### src/rtl/uart_pkg.sv
// Shared UART definitions: FSM state encoding, parity modes, small helpers.
// Latency: n/a (types and functions only).
// Backpressure: n/a.
package uart_pkg;

    typedef enum logic [2:0] {
        IDLE   = 3'd0,
        START  = 3'd1,
        DATA   = 3'd2,
        PARITY = 3'd3,
        STOP   = 3'd4
    } uart_state_e;

    // Encoding 3 is treated like NONE.
    typedef enum logic [1:0] {
        NONE = 2'd0,
        EVEN = 2'd1,
        ODD  = 2'd2
    } uart_parity_e;

    function automatic logic parity_on(input logic [1:0] mode);
        return (mode == EVEN) || (mode == ODD);
    endfunction

endpackage

### src/rtl/baud_cnt.sv
// Loadable baud down-counter; tick is high while the count sits at zero.
// Latency: load takes effect next cycle; tick is combinational from the count.
// Backpressure: none; reloads from reload_val on every zero while run is high.
//
// Ports: clk, rstn (async active-low), run (frame active), load/load_val
// (start a new frame), reload_val (latched period for subsequent bits), tick.
module baud_cnt #(
    parameter int W = 16
) (
    input  logic         clk,
    input  logic         rstn,
    input  logic         run,
    input  logic         load,
    input  logic [W-1:0] load_val,
    input  logic [W-1:0] reload_val,
    output logic         tick
);

    logic [W-1:0] cnt;

    always_ff @(posedge clk or negedge rstn) begin
        if (!rstn) begin
            cnt <= '0;
        end else if (load) begin
            cnt <= load_val;
        end else if (!run) begin
            cnt <= '0;
        end else if (cnt == '0) begin
            cnt <= reload_val;
        end else begin
            cnt <= cnt - W'(1);
        end
    end

    assign tick = (cnt == '0);

endmodule

### src/rtl/uart_tx.sv
// UART transmitter draining a first-word-fall-through FIFO onto a serial line.
// Latency: pop in cycle T, start bit on tx from T+1; back-to-back frames with no gap.
// Backpressure: pops only when en is high, FIFO non-empty and the line is idle/finishing.
//
// Ports: clk, rstn (async active-low); en gates new pops; div/parity/stop2 frame
// config latched at each pop; fifo_dout/fifo_empty FIFO head; fifo_r pop strobe;
// tx serial out (idle high); busy frame in progress; done last cycle of a frame.
module uart_tx
    import uart_pkg::*;
#(
    parameter int DATA_BITS = 8,
    parameter int DIV_BITS  = 16
) (
    input  logic                 clk,
    input  logic                 rstn,
    input  logic                 en,
    input  logic [DIV_BITS-1:0]  div,
    input  logic [1:0]           parity,
    input  logic                 stop2,
    input  logic [DATA_BITS-1:0] fifo_dout,
    input  logic                 fifo_empty,
    output logic                 fifo_r,
    output logic                 tx,
    output logic                 busy,
    output logic                 done
);

    localparam int CNT_W = $clog2(DATA_BITS + 1);
    localparam logic [CNT_W-1:0] LAST_BIT = CNT_W'(DATA_BITS - 1);

    uart_state_e           state;
    logic [DATA_BITS-1:0]  shift;
    logic [CNT_W-1:0]      bit_cnt;
    logic                  par_acc;
    logic [DIV_BITS-1:0]   cfg_div;
    logic [1:0]            cfg_parity;
    logic                  cfg_stop2;
    logic                  tick;
    logic                  last_stop;

    // The bit counter doubles as the stop-bit index once in STOP.
    assign last_stop = (state == STOP) && tick && (bit_cnt == CNT_W'(cfg_stop2));
    assign done      = last_stop;
    assign fifo_r    = rstn && en && !fifo_empty && ((state == IDLE) || last_stop);

    // First bit period of a frame comes from the live div input (config is
    // being latched in the same cycle); later periods reload from cfg_div.
    baud_cnt #(
        .W (DIV_BITS)
    ) u_baud (
        .clk        (clk),
        .rstn       (rstn),
        .run        (state != IDLE),
        .load       (fifo_r),
        .load_val   (div),
        .reload_val (cfg_div),
        .tick       (tick)
    );

    always_ff @(posedge clk or negedge rstn) begin
        if (!rstn) begin
            state      <= IDLE;
            shift      <= '0;
            bit_cnt    <= '0;
            par_acc    <= 1'b0;
            cfg_div    <= '0;
            cfg_parity <= 2'd0;
            cfg_stop2  <= 1'b0;
            tx         <= 1'b1;
            busy       <= 1'b0;
        end else if (fifo_r) begin
            state      <= START;
            shift      <= fifo_dout;
            bit_cnt    <= '0;
            par_acc    <= 1'b0;
            cfg_div    <= div;
            cfg_parity <= parity;
            cfg_stop2  <= stop2;
            tx         <= 1'b0;
            busy       <= 1'b1;
        end else if (tick) begin
            case (state)
                START: begin
                    state <= DATA;
                    tx    <= shift[0];
                end
                DATA: begin
                    shift   <= shift >> 1;
                    par_acc <= par_acc ^ shift[0];
                    if (bit_cnt == LAST_BIT) begin
                        bit_cnt <= '0;
                        if (parity_on(cfg_parity)) begin
                            state <= PARITY;
                            // Include the bit leaving now; the accumulator lags by one.
                            tx    <= par_acc ^ shift[0] ^ (cfg_parity == ODD);
                        end else begin
                            state <= STOP;
                            tx    <= 1'b1;
                        end
                    end else begin
                        bit_cnt <= bit_cnt + CNT_W'(1);
                        tx      <= shift[1];
                    end
                end
                PARITY: begin
                    state <= STOP;
                    tx    <= 1'b1;
                end
                STOP: begin
                    if (last_stop) begin
                        state   <= IDLE;
                        bit_cnt <= '0;
                        busy    <= 1'b0;
                        tx      <= 1'b1;
                    end else begin
                        bit_cnt <= bit_cnt + CNT_W'(1);
                    end
                end
                default: ;
            endcase
        end
    end

endmodule

### config.mk
export PLATFORM = sky130hd
export DESIGN_NAME = uart_tx
export DESIGN_NICKNAME = d
export VERILOG_FILES = /design/src/rtl/uart_pkg.sv /design/src/rtl/baud_cnt.sv /design/src/rtl/uart_tx.sv
export SDC_FILE = /design/constraint.sdc
export NUM_CORES = 1
export LEC_CHECK = 0
export CAP_MARGIN = 0
export CORE_MARGIN = 2
export CORE_UTILIZATION = 55
export CTS_CLUSTER_DIAMETER = 30
export DETAILED_ROUTE_END_ITERATION = 16
export PLACE_DENSITY_LB_ADDON = 0.08
export REMOVE_ABC_BUFFERS = 1
export SLEW_MARGIN = 10
export SYNTH_ARGS = -nofsm -noshare
export SYNTH_HDL_FRONTEND = slang
export SYNTH_SLANG_ARGS = --single-unit
### constraint.sdc
create_clock -name clk -period 2.7 [get_ports clk]
set_input_delay 0.27 -clock clk [delete_from_list [all_inputs] [get_ports clk]]
set_output_delay 0.27 -clock clk [all_outputs]
set_load 0.05 [all_outputs]
==> results.md <==
* Final Hold Fails at 0
* Filler cells at 421
* Remaining antenna violation count after routing at 0
* DIE AREA at 0.00575 mm2
* Port Buffers at 34
* CTS H-tree lvls at 2
* Sequential fraction of the synthesis area at 46.8%
* Slew of the pin with the lowest slew margin at 0.670 ns
* Initial DRC Count at 136
* CTS Buf Count at 5
* Vias in the first global route at 2179
* Drt pass-1 iters at 4
* Share of synthesized registers carrying an async set or reset at 100%
* Syn. warnings at 0
* Clock root buffer: clkbuf_8
* CTS max path bufs at 2
* Die height at 75.8 um
* Slew HR at 55.3%
* # IOs at 35
* Post-detail-place hpwl at 3.90 mm
* Final WL at 5.82 mm
* Leakage power at 1.49 nW
* Post-Route Setup TNS at 0 ns
* Die W at 75.8 um
* Final Cycle Share at 92.5%
* EDFF count, synth at 0
* Most used DFF post-synth: dfrtp_1
* Global Route Usage Sum at 22.7%
* Worst EP required at 2.43 ns
* Via-to-Cell Ratio at 5.42
* Num Clock Sinks at 53
* CP max FO at 36
* Avg Inst Size Synth at 9.21 um2
* Power per Cell Area at 806 mW/mm2
* CTS tree: yes
* Max Fclk at 0.400 GHz
* Status: complete, no violations
* Core area at 0.00504 mm2
* Row cnt at 26
* Slew Limit Fails at 0
* Global-route wire length before repair at 9.90 mm
* Final Cell Area at 0.00336 mm2
* Worst path arrival time at 2.23 ns
* Initial Util at 56.3%
* Post-Route Skew at 0.00854 ns
* Post-Syn Instances at 308
* GPL Wtd Cong at 0.771
* Via count at 2238
* Layout cell share with drive strength beyond 1 at 9.33%
* Gr ovfl total at 0
* Largest net degree at the start of global routing at 54
* Max_cap viols at 0
* Initial antenna violation count at 0
* Synthesis-to-layout area growth at 18.5%
* Reg clk slew, reported paths at 0.10 ns
* Antenna diodes at 0
* Flops & latches, synth at 53
* Setup Viol. Count Final at 0
* Hold WC Path Type: input pin to asynchronous set/reset pin
* Type of destination of the critical path: output port
* Per-cell routed wire length at 14.1 um
* DRC viols at 0
* Yosys cell types at 57
* Latest clock arrival within the worst-skew pair at 0.31 ns
* Crit path time final at 2.50 ns
* Mapped Area at 0.00284 mm2
* Setup CP Type: flop to output port
* CP startpoint kind: flop
* Placed inst area at 0.00324 mm2
* Final net count at 377
* Worst IR Drop VDD at 0.000430 V
* RSZ-0062 raised after global routing: false
-- flip-flops by register name, summed over array words and instances (netlist names) --
register,flops
cfg_stop2,1
cfg_div,16
par_acc,1
tx,1
shift,8
bit_cnt,4
cfg_parity,2
u_baud.cnt,16
busy,1
state,3
-- power by group --
part / total, mW / internal, mW / leakage, nW / switching, mW
Combinational: 0.883 / 0.438 / 0.778 / 0.445
Sequential: 1.27 / 1.04 / 0.657 / 0.232
Clock: 0.561 / 0.302 / 0.0585 / 0.258
-- cells in the final DEF, fill, tap and decap left out, types with 2 or more instances in the layout --
cell and count:
nand2_1 83, dfrtp_1 52, clkdlybuf4s50_1 31, o21ai_0 30
nor2_1 17, xor2_1 10, xnor2_1 9, a21oi_1 9
mux2i_1 8, buf_4 7, nor3_1 6, o21ai_1 6
clkbuf_8 6, nand3_1 5, nand3b_1 4, inv_1 4
ha_1 4, nand4b_1 3, nor4_4 2, nor3b_1 2
nor4_1 2, nor4b_1 2, nor2b_1 2, a22oi_1 2
o31ai_1 2, buf_12 2
-- per-stage QoR --
| step | utilization, % | total power, mW | hold WS (ns) | setup slack (ns) | std cells |
|---|---|---|---|---|---|
| 2_1_floorplan | - | 1.89 | -0.0256 | 0.286 | 294 |
| 3_3_place_gp | 64.2 | 2.13 | 0.453 | 0.544 | 405 |
| 3_5_place_dp | 64.2 | 2.15 | 0.457 | 0.463 | 405 |
| 4_1_cts | 66.5 | 2.72 | 0.172 | 0.114 | 413 |
| 5_1_grt | 66.7 | 2.93 | 0.190 | 0.000563 | 413 |
| 6_report | 66.7 | 2.71 | 0.117 | 0.202 | 413 |
-- synthesized netlist by cell type, drive strengths merged (5+ instances only) --
cell / number / area share [%]
xor2: 10 / 3.1
o21ai: 36 / 6.3
dfrtp: 52 / 46
clkbuf: 7 / 0.97
nor2: 18 / 2.6
nand2: 84 / 11
nor3: 6 / 1.1
buf: 7 / 2.4
a21oi: 9 / 1.6
nor4: 5 / 2.1
xnor2: 9 / 2.8
mux2i: 8 / 2.8
nand3: 6 / 1.2
-- worst max-delay path, cell delays in order (launching register included) --
cell and delay (ns):
dfrtp_1 0.45, nor4_4 0.40, and4_1 0.33, nand2_4 0.08, a21o_1 0.24, clkinv_4 0.23, buf_12 0.18
-- metal layers --
metal  up-vias  share of wire (%)  global-route usage, %
met2        59                 46                   35.8
met1      1049                 48                   31.6
met3         4                4.4                   5.03
li1       1126                  -                      -
met5         -                  0                      0
met4         0               0.88                   6.63
-- kinds of logic after synthesis --
kind of cell,Yosys count,share of synthesized area [%]
AND/OR/NAND/NOR,142,24.6
AO/OA/AOI/OAI,61,13.0
flip-flops,53,46.8
XOR/XNOR,19,5.86
buffers and inverters,19,4.23
multiplexers,10,3.75
adder cells (fa/ha/maj),4,1.76
-- path summary, 6_finish.rpt --
check | start | to | slack (ns) | cells past startpoint
worst min register to register | cfg_div[5] | cfg_div[5] | 0.47 | 2
worst max-delay path | u_baud.cnt[10] | fifo_r | 0.20 | 6
min in group clk | cfg_div[5] | cfg_div[5] | 0.47 | 2
max in group asynchronous | rstn | cfg_parity[0] | 2.12 | 2
worst min-delay path | rstn | u_baud.cnt[9] | 0.12 | 2
worst max register to register | u_baud.cnt[10] | tx | 0.54 | 7
-- area by class of cell --
class	instances	area (um2)	share of cell area, %
repair buffers	41	408	12.1
flip-flops and latches	53	1330	39.5
clock inverters	1	30.0	0.893
well taps	70	87.6	2.61
clock buffers	7	86.3	2.57
inverters	5	23.8	0.707
multi-input cells	236	1400	41.6
-- what timing repair did --
action                     4_1_cts  5_1_grt
resized for setup                0        1
hold buffers                     0        0
setup buffers                    0        0
setup endpoints to repair        0        1
No activity file was read; power rests on OpenSTA's default activity.
